[src/rtl/nco_wave_sequencer.sv]
// -----------------------------------------------------------------------------
// nco_wave_sequencer
//
// Plays a small programmable step table onto the NCO waveform select. Each
// entry holds a select code and a dwell time in clock cycles. A started
// sequence drives the entries in order, holding each for max(dwell,1) cycles.
// It then pulses done for one cycle and returns the select to IDLE_SEL.
//
// Optional feature (macro NCO_SEQ_LOOP_EN):
//   Adds input loop_en, which is latched at start. When it is set, the last
//   step wraps back to entry 0 instead of finishing. The sequence then runs
//   until abort or reset.
//
// Ports:
//   clk         rising-edge clock
//   rst_n       synchronous active-low reset (table contents are kept)
//   cfg_we      table write enable, honoured only while idle
//   cfg_addr    table entry to write
//   cfg_sel     select code for the entry
//   cfg_dwell   dwell cycles for the entry (0 behaves as 1)
//   num_steps   entries to play, sampled at start, clamped to DEPTH
//   start       level-sampled start request, accepted only in IDLE
//   abort       stops a running sequence on the next edge
//   loop_en     (NCO_SEQ_LOOP_EN only) repeat the sequence until aborted
//   signal_out  select driven to the NCO
//   sel_valid   high while a table step is driven
//   step_idx    index of the current step
//   busy        high while the sequence runs
//   done        one-cycle pulse on normal completion
// -----------------------------------------------------------------------------
module nco_wave_sequencer #(
  parameter int unsigned SEL_W    = 3,
  parameter int unsigned DEPTH    = 8,
  parameter int unsigned DWELL_W  = 16,
  parameter int unsigned IDLE_SEL = 0,
  localparam int unsigned AW      = $clog2(DEPTH),
  localparam int unsigned NW      = AW + 1
) (
  input  logic               clk,
  input  logic               rst_n,
  input  logic               cfg_we,
  input  logic [AW-1:0]      cfg_addr,
  input  logic [SEL_W-1:0]   cfg_sel,
  input  logic [DWELL_W-1:0] cfg_dwell,
  input  logic [NW-1:0]      num_steps,
  input  logic               start,
  input  logic               abort,
`ifdef NCO_SEQ_LOOP_EN
  input  logic               loop_en,
`endif
  output logic [SEL_W-1:0]   signal_out,
  output logic               sel_valid,
  output logic [AW-1:0]      step_idx,
  output logic               busy,
  output logic               done
);

  typedef enum logic [1:0] {ST_IDLE, ST_RUN, ST_DONE} state_e;

  typedef struct packed {
    logic [SEL_W-1:0]   sel;
    logic [DWELL_W-1:0] dwell;
  } entry_t;

  localparam logic [SEL_W-1:0]   IDLE_CODE = SEL_W'(IDLE_SEL);
  localparam logic [NW-1:0]      DEPTH_N   = NW'(DEPTH);
  localparam logic [DWELL_W-1:0] ONE_CYC   = DWELL_W'(1);

  // A dwell of zero still shows the step for one cycle.
  function automatic logic [DWELL_W-1:0] hold_of(input entry_t e);
    return (e.dwell == '0) ? ONE_CYC : e.dwell;
  endfunction

  entry_t             tbl_q [DEPTH];

  state_e             state_q, state_d;
  logic [SEL_W-1:0]   sel_q, sel_d;
  logic               valid_q, valid_d;
  logic               busy_q, busy_d;
  logic               done_q, done_d;
  logic [AW-1:0]      idx_q, idx_d;
  logic [DWELL_W-1:0] cnt_q, cnt_d;
  logic [NW-1:0]      n_q, n_d;
  logic               loop_q, loop_d;

  logic               tbl_we;
  logic               last_step;
  logic [AW-1:0]      nxt_idx;
  entry_t             nxt_entry;
  entry_t             first_entry;

  // The table is writable only while idle, so a running sequence never sees
  // its own entries change underneath it.
  assign tbl_we      = cfg_we && (state_q == ST_IDLE);

  // n is at least 1 while running, so n-1 fits in the index width.
  assign last_step   = ({1'b0, idx_q} == (n_q - NW'(1)));
  assign nxt_idx     = last_step ? '0 : (idx_q + AW'(1));
  assign nxt_entry   = tbl_q[nxt_idx];
  assign first_entry = tbl_q[0];

  // NOTE: the step table has no reset; it is plain storage that software
  // programs before use, and leaving it unreset keeps it mappable to RAM.
  always_ff @(posedge clk) begin
    if (tbl_we) begin
      tbl_q[cfg_addr] <= {cfg_sel, cfg_dwell};
    end
  end

  always_comb begin
    // NOTE: every variable gets a default first, so no path through the case
    // leaves one unassigned and no latch is inferred.
    state_d = state_q;
    sel_d   = sel_q;
    valid_d = valid_q;
    busy_d  = busy_q;
    done_d  = 1'b0;
    idx_d   = idx_q;
    cnt_d   = cnt_q;
    n_d     = n_q;
    loop_d  = loop_q;

    unique case (state_q)
      ST_IDLE: begin
        if (start && !abort && (num_steps != '0)) begin
          state_d = ST_RUN;
          n_d     = (num_steps > DEPTH_N) ? DEPTH_N : num_steps;
`ifdef NCO_SEQ_LOOP_EN
          loop_d  = loop_en;
`else
          loop_d  = 1'b0;
`endif
          idx_d   = '0;
          sel_d   = first_entry.sel;
          cnt_d   = hold_of(first_entry);
          valid_d = 1'b1;
          busy_d  = 1'b1;
        end
      end

      ST_RUN: begin
        if (abort) begin
          state_d = ST_IDLE;
          sel_d   = IDLE_CODE;
          valid_d = 1'b0;
          busy_d  = 1'b0;
          idx_d   = '0;
          cnt_d   = '0;
        end else if (cnt_q <= ONE_CYC) begin
          if (!last_step || loop_q) begin
            // Next entry (or entry 0 on a wrap) loads on this same edge,
            // so there is no gap cycle between steps.
            idx_d = nxt_idx;
            sel_d = nxt_entry.sel;
            cnt_d = hold_of(nxt_entry);
          end else begin
            state_d = ST_DONE;
            done_d  = 1'b1;
            sel_d   = IDLE_CODE;
            valid_d = 1'b0;
            busy_d  = 1'b0;
            idx_d   = '0;
            cnt_d   = '0;
          end
        end else begin
          cnt_d = cnt_q - ONE_CYC;
        end
      end

      ST_DONE: begin
        // start and abort are both ignored here; done still pulses.
        state_d = ST_IDLE;
      end

      default: begin
        state_d = ST_IDLE;
        sel_d   = IDLE_CODE;
        valid_d = 1'b0;
        busy_d  = 1'b0;
        idx_d   = '0;
        cnt_d   = '0;
      end
    endcase
  end

  // NOTE: sequential state uses non-blocking assignments only, so every flop
  // samples its _d value from before the edge, whatever the statement order.
  always_ff @(posedge clk) begin
    if (!rst_n) begin
      state_q <= ST_IDLE;
      sel_q   <= IDLE_CODE;
      valid_q <= 1'b0;
      busy_q  <= 1'b0;
      done_q  <= 1'b0;
      idx_q   <= '0;
      cnt_q   <= '0;
      n_q     <= '0;
      loop_q  <= 1'b0;
    end else begin
      state_q <= state_d;
      sel_q   <= sel_d;
      valid_q <= valid_d;
      busy_q  <= busy_d;
      done_q  <= done_d;
      idx_q   <= idx_d;
      cnt_q   <= cnt_d;
      n_q     <= n_d;
      loop_q  <= loop_d;
    end
  end

  assign signal_out = sel_q;
  assign sel_valid  = valid_q;
  assign step_idx   = idx_q;
  assign busy       = busy_q;
  assign done       = done_q;

endmodule

[config.mk]
export PLATFORM = sky130hd
export DESIGN_NAME = nco_wave_sequencer
export DESIGN_NICKNAME = d
export VERILOG_FILES = /design/src/rtl/nco_wave_sequencer.sv
export SDC_FILE = /design/constraint.sdc
export NUM_CORES = 1
export LEC_CHECK = 0
export CAP_MARGIN = 30
export CORE_MARGIN = 2
export CORE_UTILIZATION = 50
export DETAILED_ROUTE_END_ITERATION = 16
export PLACE_DENSITY_LB_ADDON = 0.25
export SETUP_SLACK_MARGIN = 0.05
export SLEW_MARGIN = 20
export SYNTH_ARGS = -nofsm -noshare
export SYNTH_HDL_FRONTEND = slang
export SYNTH_SLANG_ARGS = --single-unit
[constraint.sdc]
create_clock -name clk -period 6.5 [get_ports clk]
set_clock_uncertainty 0.1 [all_clocks]
set_input_delay 0.65 -clock clk [delete_from_list [all_inputs] [get_ports clk]]
set_output_delay 0.65 -clock clk [all_outputs]
set_load 0.05 [all_outputs]
==> run_results.csv <==
group,metric,value,unit
outcome,status,"finished clean",
synth,synth-seq-cells,182,
sta,setup-violations-final,0,
floorplan,rows,46,
setup_path,worstSetupStartpointType,"flip-flop",
finish,antennaDiodeCount,0,
power_and_ir_drop,ir_worst_vdd,0.176,mV
placement,gp_congestion,0.880,
sta,tightest_slew,875,ps
synth,ys_types,59,
synth,synth-edff-count,152,
clock_tree,h-tree-depth,4,
routing,vias,5283,
global_route,antenna_found_initial,0,
sta,min_period_over_period,0.587,
setup_path,worstSetupEndpointType,"flip-flop",
clock_tree,cts_buffers,17,
clock_tree,root_buffer,"clkbuf_16",
routing,wl_per_cell,21.5,um
global_route,grt_first_pass_wirelength,29.0,mm
clock_tree,cts.sinks,182,
synth,synth_area_per_cell,13.4,sq um
sta,period_minus_slack,3820,ps
synth,syn-num-nets,630,
clock_tree,clk_pin_slew,70,ps
sta,rsz0062_at_grt,"no",
global_route,overflow,0,
placement,hpwl,12.0,mm
synth,synth_top_flop_cell,"edfxtp_1",
setup_path,cp_max_fo,18,
flow_run,max-cap-violations,0,
power_and_ir_drop,power_leakage,0.00291,uW
synth,ys_seq_area_frac,0.650,
finish,final.fill_count,1277,
clock_tree,cts_resized,0,
finish,drive_above_1_share,0.138,
power_and_ir_drop,powerDensity,270,nW/um^2
placement,port_buffers,39,
floorplan,dieArea,16900,sq um
setup_path,critical_path_class,"reg -> reg",
sta,setup_tns,0,ps
setup_path,worstPathRequired,6750,ps
routing,first_iter_violations,463,
setup_path,worstPathArrival,4070,ps
floorplan,dieWidth,130,um
floorplan,pin_count,40,
synth,netlist_instances,595,
finish,nets,672,
routing,drc,0,
routing,drt-total-wl,18.7,mm
sta,max_freq,262,MHz
routing,final_antenna_net_count,0,
worst_hold_path,worstHoldPathType,"reg -> reg",
routing,vias_per_cell,6.10,
sta,final-hold-violation-count,0,
finish,areaGrowthSynthToFinish,15.5,%
finish,final_common_cell,"edfxtp_1",
synth,syn_area,7940,sq um
floorplan,start_util,0.506,
finish,final_cell_mix,"edfxtp_1 (152), o21ai_0 (43), nand2_1 (42), nor2_1 (41), clkdlybuf4s50_1 (39)",
clock_tree,cts_tree,"done",
sta,report.final.slew_viol_count,0,
sta,slew-limit-headroom,0.402,
floorplan,die_h,130,um
clock_tree,holdBufCountCts,0,
clock_tree,post_cts_buffers,0,
clock_tree,clk_path_buf_depth,2,
global_route,grt_pass1_vias,5212,
global_route,grt_max_degree,47,
floorplan,core,15700,sq um
synth,yosysWarnings,0,
clock_tree,clk_latency,430,ps
routing,first_pass_iters,5,
setup_path,r2r_slack,2680,ps
power_and_ir_drop,p_total,2470,uW
synth,async_flop_share,0,
global_route,grt_usage,0.234,
==> cells by family after synthesis <==
| family | share of synthesized area |
|---|---|
| compound gates | 0.123 |
| xor+xnor | 0.0110 |
| fa+ha+maj | 0.00630 |
| buf+inv | 0.0244 |
| flops | 0.650 |
| mux | 0.0770 |
| simple gates | 0.108 |
==> metrics by stage <==
step / setup slack [ps] / area [sq um] / std cells / hold WS (ps) / utilization
floorplan: 3340 / 7940 / 595 / 345 / -
global placement: 2990 / 8600 / 833 / 359 / 0.548
detailed placement: 2830 / 8600 / 833 / 374 / 0.548
CTS: 2770 / 9160 / 865 / 385 / 0.583
global route: 2420 / 9170 / 866 / 436 / 0.584
finish: 2680 / 9170 / 866 / 387 / 0.584
==> metal layers <==
layer,share of wire,track usage
met5,0,0
met4,0.024,0.0961
met3,0.059,0.0586
met2,0.48,0.372
met1,0.44,0.312
==> worst max-delay path: stages, from the launching register on <==
cell and delay [ps]:
dfxtp_1 380, inv_1 70, ha_1 210, xor2_1 190, nor4_1 580, o311a_2 530, a211oi_1 110, a2111oi_0 770
nand4_1 260, or3_1 360, a21oi_1 160
==> state kept, by name, summed over array words and instances (netlist names) <==
signal      cells
n_q             4
step_idx        3
cnt_q          16
busy            1
done            1
state_q         2
tbl_q         152
signal_out      3
==> final cells by class <==
| class | count | area (sq um) | area share |
|---|---|---|---|
| clock buffers | 17 | 425 | 0.0464 |
| clock inverters | 15 | 131 | 0.0143 |
| inverters | 10 | 37.5 | 0.00409 |
| multi-input cells | 370 | 2620 | 0.286 |
| flip-flops and latches | 182 | 5170 | 0.563 |
| well taps | 216 | 270 | 0.0295 |
| repair buffers | 56 | 522 | 0.0569 |
==> final timing paths <==
kind / start / end / cells after the start
worst max-delay path: n_q[0]$_SDFFE_PN0P_ / cnt_q[0]$_SDFFE_PN0P_ / 10
worst min-delay path: n_q[1]$_SDFFE_PN0P_ / n_q[1]$_SDFFE_PN0P_ / 2
worst max register to register: n_q[0]$_SDFFE_PN0P_ / cnt_q[0]$_SDFFE_PN0P_ / 10
worst min register to register: n_q[1]$_SDFFE_PN0P_ / n_q[1]$_SDFFE_PN0P_ / 2
==> synth_stat cells, types with 8 or more instances <==
library cell    n  area (sq um)
nand2_1        42           158
a22oi_1         9          67.6
mux4_2         16           360
a211oi_1       11          82.6
dfxtp_1        30           601
mux2i_1        24           240
inv_1          10          37.5
nor3_1         14          70.1
a21oi_1        30           150
o21ai_0        43           215
edfxtp_1      152          4560
clkbuf_1       19          71.3
nand3_1        13          65.1
nor2_1         47           176
buf_2           8          40.0
==> power by group <==
group          switching, uW  total [uW]  internal [uW]  leakage (uW)
registers               16.1        1310           1290       0.00162
clock network            436         965            529      0.000267
logic                    122         201           79.4       0.00102
total                    574        2470           1900       0.00291
(Power assumes the default switching activity.)
